`config.mk`:
```
export PLATFORM = sky130hd
export DESIGN_NAME = uart_tx_mmio_flat
export DESIGN_NICKNAME = d
export VERILOG_FILES = /design/src/rtl/uart_tx_mmio_if.sv /design/src/rtl/uart_tx_mmio.sv /design/src/flat_wrapper.sv
export SDC_FILE = /design/constraint.sdc
export NUM_CORES = 1
export LEC_CHECK = 0
export BUFFER_PORTS_ARGS = -buffer_cell sky130_fd_sc_hd__buf_2
export CAP_MARGIN = 20
export CORE_ASPECT_RATIO = 1.2
export CORE_MARGIN = 2
export CORE_UTILIZATION = 25
export DETAILED_ROUTE_END_ITERATION = 16
export SYNTH_ARGS = -nofsm -noshare
export SYNTH_HDL_FRONTEND = slang
export SYNTH_SLANG_ARGS = --single-unit
```
`constraint.sdc`:
```
create_clock -name clk -period 5.4 [get_ports clk]
set_input_delay 0.81 -clock clk [delete_from_list [all_inputs] [get_ports clk]]
set_output_delay 0.81 -clock clk [all_outputs]
set_load 0.005 [all_outputs]
```
`src/rtl/uart_tx_mmio_if.sv`:
```
// Core data-bus slice seen by the UART: byte-enabled store stream in,
// registered read data and window-hit flag out.
interface uart_tx_mmio_if;
    logic [3:0]  MemWrite_EN;
    logic [31:0] MemAddr;
    logic [31:0] WriteData;
    logic [31:0] ReadData;
    logic        sel_q;

    modport master (
        output MemWrite_EN, MemAddr, WriteData,
        input  ReadData, sel_q
    );

    modport slave (
        input  MemWrite_EN, MemAddr, WriteData,
        output ReadData, sel_q
    );
endinterface

```
`src/rtl/uart_tx_mmio.sv`:
```
// Memory-mapped buffered UART transmitter (8N1, TX FIFO, W1C overflow).
// Define UART_TX_PARITY_EN to add the optional even-parity bit.
module uart_tx_mmio #(
    parameter logic [31:0] BASE_ADDR   = 32'h0000_1000,
    parameter int unsigned CLK_FREQ_HZ = 50000000,
    parameter int unsigned BAUD        = 115200,
    parameter int unsigned FIFO_DEPTH  = 16
) (
    input  logic           clk,
    input  logic           reset,
    uart_tx_mmio_if.slave  bus,
    output logic           uart_txd,
    output logic           irq_tx_empty
);

    localparam int AW = $clog2(FIFO_DEPTH);
    localparam int CW = AW + 1;
    localparam logic [15:0] DIV_RST = 16'(CLK_FREQ_HZ / BAUD - 1);
    localparam logic [CW-1:0] FULL_CNT = CW'(FIFO_DEPTH);

`ifdef UART_TX_PARITY_EN
    typedef enum logic [2:0] {
        S_IDLE, S_START, S_DATA, S_PARITY, S_STOP
    } state_t;
`else
    typedef enum logic [2:0] {
        S_IDLE, S_START, S_DATA, S_STOP
    } state_t;
`endif

    logic        hit;
    logic [1:0]  off;
    logic        wr_tx, wr_st, wr_bd;

    assign hit   = bus.MemAddr[31:4] == BASE_ADDR[31:4];
    assign off   = bus.MemAddr[3:2];
    assign wr_tx = hit && off == 2'd0 && bus.MemWrite_EN[0];
    assign wr_st = hit && off == 2'd1 && bus.MemWrite_EN[0];
    assign wr_bd = hit && off == 2'd2
                && bus.MemWrite_EN[1:0] == 2'b11;

    logic [7:0]    mem [FIFO_DEPTH];
    logic [AW-1:0] wr_ptr, rd_ptr;
    logic [CW-1:0] count;
    logic          full, empty, push_ok, pop;
    logic          ovf;
    logic [15:0]   baud_div;
    logic          parity_en;

    assign full    = count == FULL_CNT;
    assign empty   = count == '0;
    assign push_ok = wr_tx && !full;

    always_ff @(posedge clk) begin
        if (reset) begin
            wr_ptr <= '0;
            rd_ptr <= '0;
            count  <= '0;
            ovf    <= 1'b0;
            for (int i = 0; i < FIFO_DEPTH; i++)
                mem[i] <= '0;
        end else begin
            if (push_ok) begin
                mem[wr_ptr] <= bus.WriteData[7:0];
                wr_ptr      <= wr_ptr + AW'(1);
            end
            if (pop)
                rd_ptr <= rd_ptr + AW'(1);
            count <= count + CW'(push_ok) - CW'(pop);
            // full is judged before the same-cycle pop
            if (wr_tx && full)
                ovf <= 1'b1;
            else if (wr_st && bus.WriteData[3])
                ovf <= 1'b0;
        end
    end

    always_ff @(posedge clk) begin
        if (reset) begin
            baud_div  <= DIV_RST;
            parity_en <= 1'b0;
        end else begin
            if (wr_bd)
                baud_div <= (bus.WriteData[15:0] < 16'd4)
                          ? 16'd4 : bus.WriteData[15:0];
`ifdef UART_TX_PARITY_EN
            if (wr_st)
                parity_en <= bus.WriteData[4];
`endif
        end
    end

    state_t      state, state_n;
    logic [15:0] div_lat, timer;
    logic [7:0]  shreg;
    logic [2:0]  idx;
    logic        par_q;
    logic        bit_end;
    logic        txd_n;

    assign bit_end = timer == div_lat;

    always_ff @(posedge clk) begin
        if (reset) state <= S_IDLE;
        else       state <= state_n;
    end

    always_comb begin
        state_n = state;
        pop     = 1'b0;
        txd_n   = 1'b1;
        unique case (state)
            S_IDLE: begin
                if (!empty) begin
                    pop     = 1'b1;
                    state_n = S_START;
                end
            end
            S_START: begin
                txd_n = 1'b0;
                if (bit_end) state_n = S_DATA;
            end
            S_DATA: begin
                txd_n = shreg[0];
                if (bit_end && idx == 3'd7)
                    state_n = parity_en ? state_t'(3'd3)
                                        : S_STOP;
            end
`ifdef UART_TX_PARITY_EN
            S_PARITY: begin
                txd_n = par_q;
                if (bit_end) state_n = S_STOP;
            end
`endif
            S_STOP: begin
                if (bit_end) state_n = S_IDLE;
            end
            default: state_n = S_IDLE;
        endcase
    end

    always_ff @(posedge clk) begin
        if (reset) begin
            div_lat <= '0;
            timer   <= '0;
            shreg   <= '0;
            idx     <= '0;
            par_q   <= 1'b0;
        end else if (pop) begin
            shreg   <= mem[rd_ptr];
            par_q   <= ^mem[rd_ptr];
            div_lat <= baud_div;
            timer   <= '0;
            idx     <= '0;
        end else if (state != S_IDLE) begin
            if (bit_end) begin
                timer <= '0;
                if (state == S_DATA) begin
                    shreg <= shreg >> 1;
                    idx   <= idx + 3'd1;
                end
            end else begin
                timer <= timer + 16'd1;
            end
        end
    end

    logic [31:0] status, rd_val, rdata_q;
    logic        sel_r, txd_q, irq_q;

    always_comb begin
        status        = '0;
        status[0]     = state != S_IDLE;
        status[1]     = full;
        status[2]     = empty;
        status[3]     = ovf;
        status[4]     = parity_en;
        status[15:8]  = 8'(count);
        case (off)
            2'd1:    rd_val = status;
            2'd2:    rd_val = {16'd0, baud_div};
            default: rd_val = '0;
        endcase
    end

    always_ff @(posedge clk) begin
        if (reset) begin
            rdata_q <= '0;
            sel_r   <= 1'b0;
            txd_q   <= 1'b1;
            irq_q   <= 1'b1;
        end else begin
            rdata_q <= hit ? rd_val : '0;
            sel_r   <= hit;
            txd_q   <= txd_n;
            irq_q   <= empty && state == S_IDLE;
        end
    end

    assign bus.ReadData  = rdata_q;
    assign bus.sel_q     = sel_r;
    assign uart_txd      = txd_q;
    assign irq_tx_empty  = irq_q;

    logic unused_bits;
    assign unused_bits = ^{bus.MemAddr[1:0],
                           bus.WriteData[31:16],
                           bus.MemWrite_EN[3:2]};

endmodule

```
`src/flat_wrapper.sv`:
```
// flat-port wrapper written by rule: the top's interface ports become plain ports
module uart_tx_mmio_flat 
#(
    parameter logic [31:0] BASE_ADDR   = 32'h0000_1000,
    parameter int unsigned CLK_FREQ_HZ = 50000000,
    parameter int unsigned BAUD        = 115200,
    parameter int unsigned FIFO_DEPTH  = 16
)
  (clk, reset, uart_txd, irq_tx_empty, bus_MemWrite_EN, bus_MemAddr, bus_WriteData, bus_ReadData, bus_sel_q);
  uart_tx_mmio_if bus_i ();
  input  logic clk;
  input  logic reset;
  output logic uart_txd;
  output logic irq_tx_empty;
  input wire logic [$bits(bus_i.MemWrite_EN)-1:0] bus_MemWrite_EN;
  input wire logic [$bits(bus_i.MemAddr)-1:0] bus_MemAddr;
  input wire logic [$bits(bus_i.WriteData)-1:0] bus_WriteData;
  output wire logic [$bits(bus_i.ReadData)-1:0] bus_ReadData;
  output wire logic [$bits(bus_i.sel_q)-1:0] bus_sel_q;
  assign bus_i.MemWrite_EN = bus_MemWrite_EN;
  assign bus_i.MemAddr = bus_MemAddr;
  assign bus_i.WriteData = bus_WriteData;
  assign bus_ReadData = bus_i.ReadData;
  assign bus_sel_q = bus_i.sel_q;
  uart_tx_mmio #(.BASE_ADDR(BASE_ADDR), .CLK_FREQ_HZ(CLK_FREQ_HZ), .BAUD(BAUD), .FIFO_DEPTH(FIFO_DEPTH)) u_core (.clk(clk), .reset(reset), .bus(bus_i), .uart_txd(uart_txd), .irq_tx_empty(irq_tx_empty));
endmodule
```
Yosys cells after proc, flatten, opt, wreduce, memory -nomap -nowiden
Memories as Yosys holds them, arrays and structs flattened. A register that Yosys moved wholly into a read port is not among the register bits.
Cells that the tools add are included.
- equal/unequal tests: 14
- bitwise gates (word level): 1
- reductions and logical operators: 26
- add/sub/neg operators: 6
- magnitude comparators: 1
- muxes and demuxes: 27
- operators with widths (cell ; count):
    two-way mux 8 bit ; 5
    two-way mux 16 bit ; 2
    case mux 16 bit (2 select lines) ; 1
    equality test 28 x 9 -> 1 bit, second input constant ; 1
    adder 16 x 1 -> 16 bit, second input constant ; 1
    equality test 16 bit ; 1
    < comparator 16 x 3 -> 1 bit, second input constant ; 1
    two-way mux 3 bit ; 4
    two-way mux 4 bit ; 3
    case mux 3 bit (4 select lines) ; 1
    logical AND 1 bit ; 11
    two-way mux 1 bit ; 10
    adder 4 x 1 -> 4 bit, second input constant ; 2
    nonzero test 2 bit ; 4
    OR reduction 8 bit ; 1
    equality test 3 x 2 -> 1 bit, second input constant ; 2
    inequality test 2 x 1 -> 1 bit, second input constant ; 3
    AND reduction 3 bit ; 2
    adder 5 x 1 -> 5 bit ; 1
    equality test 5 bit, second input constant ; 1
    logical NOT 5 bit ; 1
    subtractor 5 x 1 -> 5 bit ; 1
    equality test 2 bit, second input constant ; 2
    AND reduction 4 bit ; 1
    other kinds (12) ; 13
- memory bits (writable): 128
- memories: 1
- output and inout port bits: 35
- input port bits: 70
- register bits after elaboration: 111
- memory list (name ; words ; bits a word ; rd ports ; clocked after Yosys merged registers in ; wr ports ; RTL line ; text):
    u_core.mem ; 16 ; 8 ; 1 ; 1 ; 16 ; uart_tx_mmio.sv:42 ; logic [7:0] mem [FIFO_DEPTH];

Depth between registers and ports, before layout
Gate-level depths: netlist of the first run.
- depth after elaboration: 9
- gate-level depth with buffers: 17

Worst setup path after synthesis of the first run
OpenSTA, ideal clock, no wires.
- kind: register -> register
- from: reg u_core.count[3]
- to: reg u_core.count[4]
- buffers on the path: 3
- stages on the path, launching flop included: 18
- library setup time: 0.128 ns
- data required time: 5.272 ns
- data arrival time: 3.072 ns
- slack: 2.201 ns
- clock period less this slack: 3.199 ns
- cells stage by stage: dfxtp_1 inv_1 ha_1 nor4b_1 nand2b_1 buf_2 inv_1 clkbuf_1 buf_1 ha_1 inv_1 ha_1 fa_1 a21oi_1 nor2_1 nor2_1 xnor2_1 nor2_1
- elaborated cells between the ends (all ways): 8
- classes of those cells: 2 x add/sub; 1 x eq/ne; 2 x mux; 3 x reduce/logical
- RTL lines (item ; RTL line ; text):
    start, declared ; uart_tx_mmio.sv:44 ; logic [CW-1:0] count;
    start signal, assigned ; uart_tx_mmio.sv:69 ; count <= count + CW'(push_ok) - CW'(pop);
    logical NOT 5 bit ; uart_tx_mmio.sv:51 ; assign empty = count == '0;
    two-way mux 1 bit ; uart_tx_mmio.sv:114 ; if (!empty) begin
    two-way mux 1 bit ; uart_tx_mmio.sv:112 ; unique case (state)
    via u_core.pop ; uart_tx_mmio.sv:45 ; logic full, empty, push_ok, pop;
    subtractor 5 x 1 -> 5 bit ; uart_tx_mmio.sv:69 ;
The timed path passes the listed nets, and every way through them passes these cells.
A chain may end at the register's enable or synchronous reset.

Worst setup path in the final report of the first run
- from: reg u_core.count[2]
- to: reg u_core.count[4]
- word-level cells in the longest chain between the ends: 5
- elaborated cells between the ends (all ways): 8
- classes of those cells: 2 x add/sub; 1 x eq/ne; 2 x mux; 3 x reduce/logical
- ends and longest elaborated chain (item ; RTL line ; text):
    equality test 5 bit ; uart_tx_mmio.sv:50 ; assign full = count == FULL_CNT;
    logical NOT 1 bit ; uart_tx_mmio.sv:52 ; assign push_ok = wr_tx && !full;
    logical AND 1 bit ; uart_tx_mmio.sv:52 ;
    adder 5 x 1 -> 5 bit ; uart_tx_mmio.sv:69 ;
    subtractor 5 x 1 -> 5 bit (*) ; uart_tx_mmio.sv:69 ;
Every way passes the cells marked *; elsewhere a longest branch is shown, timed or not.

==> flow_metrics.py, run 1 <==
metrics = {
    "sta": {
        "final_hold_viol_count": 0,
        "fmax_mhz": 323.3,
        "clock_skew_ps": 12.97,
        "fin_crit_ps": 3094,
        "grt_setup_unrepaired": "no",
        "setup_viol": 0,
        "slew_headroom": 0.2789,
        "period_share": 0.5729,
        "whs_ps": 465.4,
        "slew_viol_final": 0,
        "worst_pin_slew_ps": 1082,
        "tns_ps": 0,
    },
    "clock_network": {
        "cts_resized": 0,
        "post-cts-setup-buffers": 0,
        "postCtsHoldBufs": 0,
        "cts.sinks": 226,
        "clk_pin_slew_worst_paths_ps": 60,
        "cts_root_buf": "clkbuf_16",
        "cts_tree": "yes",
        "numCtsBuffers": 24,
        "clk_latency_ps": 520,
        "max-clock-path-buffers": 3,
        "htree_levels": 1,
    },
    "cells_and_area": {
        "final_common_cell": "nor2_1",
        "drive_above_1_share": 0.1565,
        "antenna_cells": 0,
        "nNetsFinal": 1072,
        "fillers": 4155,
        "syn_to_final_growth_pct": 15.72,
        "layout_common_cells": "nor2_1 (172), edfxtp_1 (128), nand2_1 (110)",
    },
    "worst_setup_path": {
        "crit_type": "flip-flop to flip-flop",
        "cp_top_family": "simple AND/OR/NAND/NOR gates",
        "cp_num_cells": 13,
        "worstSetupStartpointType": "flip-flop",
        "r2r-start": "u_core.count[2]$_SDFF_PP0_",
        "cp_data_arrival_time_ps": 3480,
        "cp_common_cell": "nor2_1",
        "rr_worst_depth": 13,
        "crit_chain": "inv_1 -> ha_1 -> nor4bb_1 -> nand3b_1 -> or3_1 -> inv_1 -> ha_1 -> fa_1 -> a21oi_1 -> nor2_1 -> nor2_1 -> xnor2_1 -> nor2_1",
        "crit_start": "u_core.count[2]$_SDFF_PP0_",
        "crit_path_top_delay_cell": "nor4bb_1",
        "end_kind": "flip-flop",
        "required_ps": 5790,
        "r2r_slack_ps": 2310,
        "r2r-end": "u_core.count[4]$_SDFF_PP0_",
        "max_stage_delay_ps": 510,
        "crit_fanout": 9,
        "critPathBufInv": 2,
    },
    "outcome": {
        "run_status": "complete, no violations",
    },
    "synthesis": {
        "synth.avg_cell_area_um2": 10.95,
        "yosysUniqueCellTypes": 55,
        "ys_top_cells_by_area": "edfxtp_1 (38%), dfxtp_1 (19%), nor2_1 (6.3%), mux4_2 (4.9%), nand2_1 (4.1%)",
        "yosysWarningCount": 0,
        "syn-cell-area_um2": 10180,
        "synth_edf_count": 128,
        "synth.yosys.seq_area_share": 0.5702,
        "synthFlopType": "edfxtp_1",
        "synth_top_area_frac": 0.3775,
        "ys_ff_latch": 226,
        "async_flop_share": 0,
        "yosys.area.top_type": "edfxtp_1",
        "synthCells": 930,
    },
    "placed_design": {
        "gp_congestion": 0.8102,
        "port_buffers": 68,
        "dp_hpwl_mm": 18.22,
    },
    "die": {
        "die_area_um2": 42370,
        "die_w_um": 188.2,
        "die_height_um": 225.1,
        "start_util": 0.2518,
        "coreArea_um2": 40440,
        "ioPinCount": 105,
        "rows": 81,
    },
    "routing": {
        "drc": 0,
        "detail-route-antenna-nets": 0,
        "post_drt_wl_per_cell_um": 17.86,
        "via_count": 7209,
        "dr.pass1.iters": 5,
        "wirelength_mm": 27.43,
        "viasPerCell": 4.693,
        "drt_iter0_markers": 464,
    },
    "global_routing": {
        "antenna_found_initial": 3,
        "track_usage": 0.1283,
        "grt.overflow.total": 0,
        "grt_pass1_wl_mm": 41.83,
        "grt_pass1_vias": 7057,
        "grt_max_degree": 48,
    },
    "min_path": {
        "hold_class": "flip-flop to flip-flop",
        "whs_path_depth": 2,
        "min-delay-start": "u_core.baud_div[4]$_SDFFE_PP1P_",
        "worst_hold_path.endpoint": "u_core.div_lat[4]$_SDFFE_PP0P_",
    },
    "power_and_ir_drop": {
        "leakagePower_nw": 4.258,
        "p_per_area_nw_per_um2": 425.9,
        "peakVddDrop_mv": 0.2376,
    },
    "run": {
        "maxCapViolations": 0,
    },
}
[flip-flops by register name, summed over array words and instances, names as in the netlist, named ones only]
signal,flops
u_core.count,5
u_core.mem,128
u_core.idx,3
u_core.timer,16
u_core.rd_ptr,4
u_core.shreg,8
u_core.state,2
u_core.ovf,1
u_core.uart_txd,1
u_core.bus.sel_q,1
u_core.div_lat,16
u_core.bus.ReadData,16
u_core.wr_ptr,4
u_core.baud_div,16
u_core.irq_tx_empty,1
[metal layers]
metal / wire length [um] / global-route usage / part of all wire / vias up
met5: 34 / 0 / 0.0012 / -
met4: 806 / 0.03632 / 0.029 / 6
met3: 1948 / 0.02351 / 0.071 / 60
met2: 13720 / 0.2294 / 0.50 / 279
met1: 10920 / 0.1575 / 0.40 / 3514
li1: - / - / - / 3350
[how the worst max path moves through the flow]
stage / to
floorplan: u_core.count[4]$_SDFF_PP0_
global placement: u_core.mem[15][4]$_SDFFCE_PN0P_
detailed placement: u_core.mem[15][3]$_SDFFCE_PN0P_
CTS: u_core.mem[15][3]$_SDFFCE_PN0P_
global route: u_core.mem[15][3]$_SDFFCE_PN0P_
finish: u_core.count[4]$_SDFF_PP0_
[where the power goes]
part / switching (mW) / internal [mW] / leakage [nW] / total (mW)
Sequential: 0.124 / 1.95 / 2.04 / 2.07
Clock: 0.671 / 1.07 / 0.411 / 1.74
Combinational: 0.714 / 0.486 / 1.81 / 1.20
Total: 1.51 / 3.51 / 4.26 / 5.02
[worst reg2reg max path: stages, from the launching register on]
cell and delay [ps]:
dfxtp_1 340, inv_1 90, ha_1 160, nor4bb_1 510
nand3b_1 250, or3_1 280, inv_1 170, ha_1 240
fa_1 410, a21oi_1 160, nor2_1 60, nor2_1 110
xnor2_1 130, nor2_1 50
[per-stage QoR]
stage | cell area [um^2] | std cells | total power, mW | utilization | worst slack, ps
2_1_floorplan | 10240 | 945 | 2.968 | - | 2201
3_3_place_gp | 10940 | 1492 | 3.286 | 0.2706 | 1785
3_5_place_dp | 10940 | 1492 | 3.311 | 0.2706 | 1757
4_1_cts | 11780 | 1536 | 5.043 | 0.2914 | 2284
5_1_grt | 11780 | 1536 | 5.251 | 0.2914 | 2044
6_report | 11780 | 1536 | 5.018 | 0.2914 | 2307
[Yosys cell counts, drive strengths merged (4+ instances only)]
cell type and count:
and3 11, a221oi 10, nand3 20, inv 22, edfxtp 128, dfxtp 98, a21oi 38, nand2b 6
mux2i 23, or3 8, a21boi 5, nand4 7, o21ai 8, nor4 16, nor2 182, a21o 14
nor2b 8, a31oi 4, mux4 22, ha 22, o311a 4, xnor2 11, xor2 30, buf 36
a22oi 13, nor3 6, clkbuf 35, nand2 110
[cell families after synthesis]
kind of cell / count (synthesis) / synth area share
multiplexers: 45 / 0.07127
XOR/XNOR: 41 / 0.03527
adder cells (fa/ha/maj): 23 / 0.02900
AO/OA/AOI/OAI: 112 / 0.07471
flip-flops: 226 / 0.5702
buffers and inverters: 93 / 0.04669
other: 1 / 0.0003683
AND/OR/NAND/NOR: 389 / 0.1725
[cell type report]
type / count / area, um^2 / share of cell area
Sequential cell: 226 / 5807 / 0.4928
Multi-Input combinational cell: 626 / 3958 / 0.3359
Clock buffer: 39 / 738.2 / 0.06265
Tap cell: 539 / 674.4 / 0.05724
Timing Repair Buffer: 79 / 422.9 / 0.03589
Clock inverter: 5 / 100.1 / 0.008495
Inverter: 22 / 82.58 / 0.007009
Note: power is estimated with default switching activity, not from simulation.
==> run 2, diff against run 1 <==
==> constraint.sdc (replaced) <==
create_clock -name clk -period 3.1 [get_ports clk]
set_input_delay 0.465 -clock clk [delete_from_list [all_inputs] [get_ports clk]]
set_output_delay 0.465 -clock clk [all_outputs]
set_load 0.005 [all_outputs]
==> flow_metrics.py, run 2 (synthesized netlist as in run 1, its figures left out) <==
metrics = {
    "routing": {
        "dr.pass1.iters": 5,
        "post_drt_wl_per_cell_um": 16.96,
        "drc": 0,
        "detail-route-antenna-nets": 0,
        "wirelength_mm": 26.41,
        "via_count": 7157,
        "viasPerCell": 4.597,
        "drt_iter0_markers": 535,
    },
    "sta": {
        "fin_crit_ps": 2785,
        "fin_ws_ps": 314.7,
        "clock_skew_ps": 7.916,
        "grt_setup_unrepaired": "no",
        "final_hold_viol_count": 0,
        "slew_headroom": 0.3755,
        "period_share": 0.8985,
        "tns_ps": 0,
        "worst_pin_slew_ps": 934.8,
        "slew_viol_final": 0,
        "fmax_mhz": 359.0,
        "setup_viol": 0,
    },
    "worst_setup_path": {
        "end_kind": "flip-flop",
        "crit_fanout": 8,
        "cp_data_arrival_time_ps": 2940,
        "required_ps": 3260,
        "worstSetupStartpointType": "flip-flop",
        "crit_type": "flip-flop to flip-flop",
    },
    "cells_and_area": {
        "fin_util": 0.2935,
        "drive_above_1_share": 0.1768,
        "syn_to_final_growth_pct": 16.55,
        "nNetsFinal": 1095,
        "layout_common_cells": "nor2_1 (172), edfxtp_1 (128), nand2_1 (110)",
        "antenna_cells": 0,
        "fin_area_um2": 11870,
        "largest_reg_flops": 128,
        "final_common_cell": "nor2_1",
        "regMostFlops": "u_core.mem",
    },
    "placed_design": {
        "port_buffers": 68,
        "gp_congestion": 0.8131,
        "post-place-ws_ps": 307.0,
        "post_dp_cell_area_um2": 11130,
        "dp_hpwl_mm": 19.13,
    },
    "clock_network": {
        "cts_tree": "yes",
        "cts_root_buf": "clkbuf_16",
        "post-cts-setup-buffers": 0,
        "cts_resized": 0,
        "numCtsBuffers": 23,
        "clk_latency_ps": 510,
        "max-clock-path-buffers": 3,
        "cts.sinks": 226,
        "htree_levels": 1,
        "postCtsHoldBufs": 0,
        "clk_pin_slew_worst_paths_ps": 60,
    },
    "global_routing": {
        "grt.overflow.total": 0,
        "grt_pass1_wl_mm": 40.23,
        "grt_pass1_vias": 7013,
        "grt_max_degree": 51,
        "antenna_found_initial": 0,
        "track_usage": 0.1223,
    },
    "die": {
        "ioPinCount": 105,
        "die_area_um2": 42370,
        "start_util": 0.2518,
        "rows": 81,
        "coreArea_um2": 40440,
        "die_w_um": 188.2,
        "die_height_um": 225.1,
    },
    "power_and_ir_drop": {
        "leakagePower_nw": 4.333,
        "power_mw": 8.445,
        "p_per_area_nw_per_um2": 711.6,
        "peakVddDrop_mv": 0.3419,
    },
    "min_path": {
        "hold_class": "input pin to flip-flop",
    },
    "outcome": {
        "run_status": "complete, no violations",
    },
    "run": {
        "maxCapViolations": 0,
    },
}
[run 2: power by group]
group	leakage [nW]	switching, mW	total, mW	internal (mW)
registers	2.04	0.182	3.58	3.40
logic	1.93	1.27	2.16	0.890
clock network	0.367	1.12	2.70	1.59
total	4.33	2.57	8.44	5.87
[run 2: final timing paths]
path / slack [ps] / end / from / cells past startpoint
hold / removal: 210 / u_core.baud_div[15]$_SDFFE_PP0P_ / bus_WriteData[15] / 3
setup reg to reg: 310 / u_core.mem[10][2]$_SDFFCE_PN0P_ / u_core.count[2]$_SDFF_PP0_ / 9
setup / recovery: 310 / u_core.mem[10][2]$_SDFFCE_PN0P_ / u_core.count[2]$_SDFF_PP0_ / 9
hold reg to reg: 470 / u_core.div_lat[12]$_SDFFE_PP0P_ / u_core.baud_div[12]$_SDFFE_PP0P_ / 2
[run 2: area by class of cell]
class                      instances  area, um^2
fill                            4140       28570
sequential                       226        5807
multi-input combinational        626        3964
clock buffer                      40       732.0
tap                              539       674.4
timing repair buffer             103       603.1
inverter                          22       82.58
clock inverter                     1       5.005
[run 2: per-layer routing]
metal / routed length (um) / vias to the layer above / track usage
li1: - / 3380 / -
met1: 10810 / 3509 / 0.1516
met2: 13340 / 227 / 0.2199
met3: 1784 / 41 / 0.02211
met4: 478 / 0 / 0.02845
met5: 0 / - / 0
[run 2: per-stage QoR]
| stage | std cells | hold slack, ps |
|---|---|---|
| final | 1557 | 213.5 |
| after floorplan | 945 | 437.8 |
| after global placement | 1516 | 455.8 |
| after global routing | 1557 | 198.7 |
| after CTS | 1557 | 197.8 |
| after detailed placement | 1516 | 461.7 |
[run 2: worst max-delay path, stage by stage, from the launching register on]
cell and delay (ps):
dfxtp_1 360, inv_1 70, ha_1 200, nor4bb_1 140
buf_4 150, nand3b_1 200, or3_1 350, buf_4 180
nor3_1 320, a21o_1 470
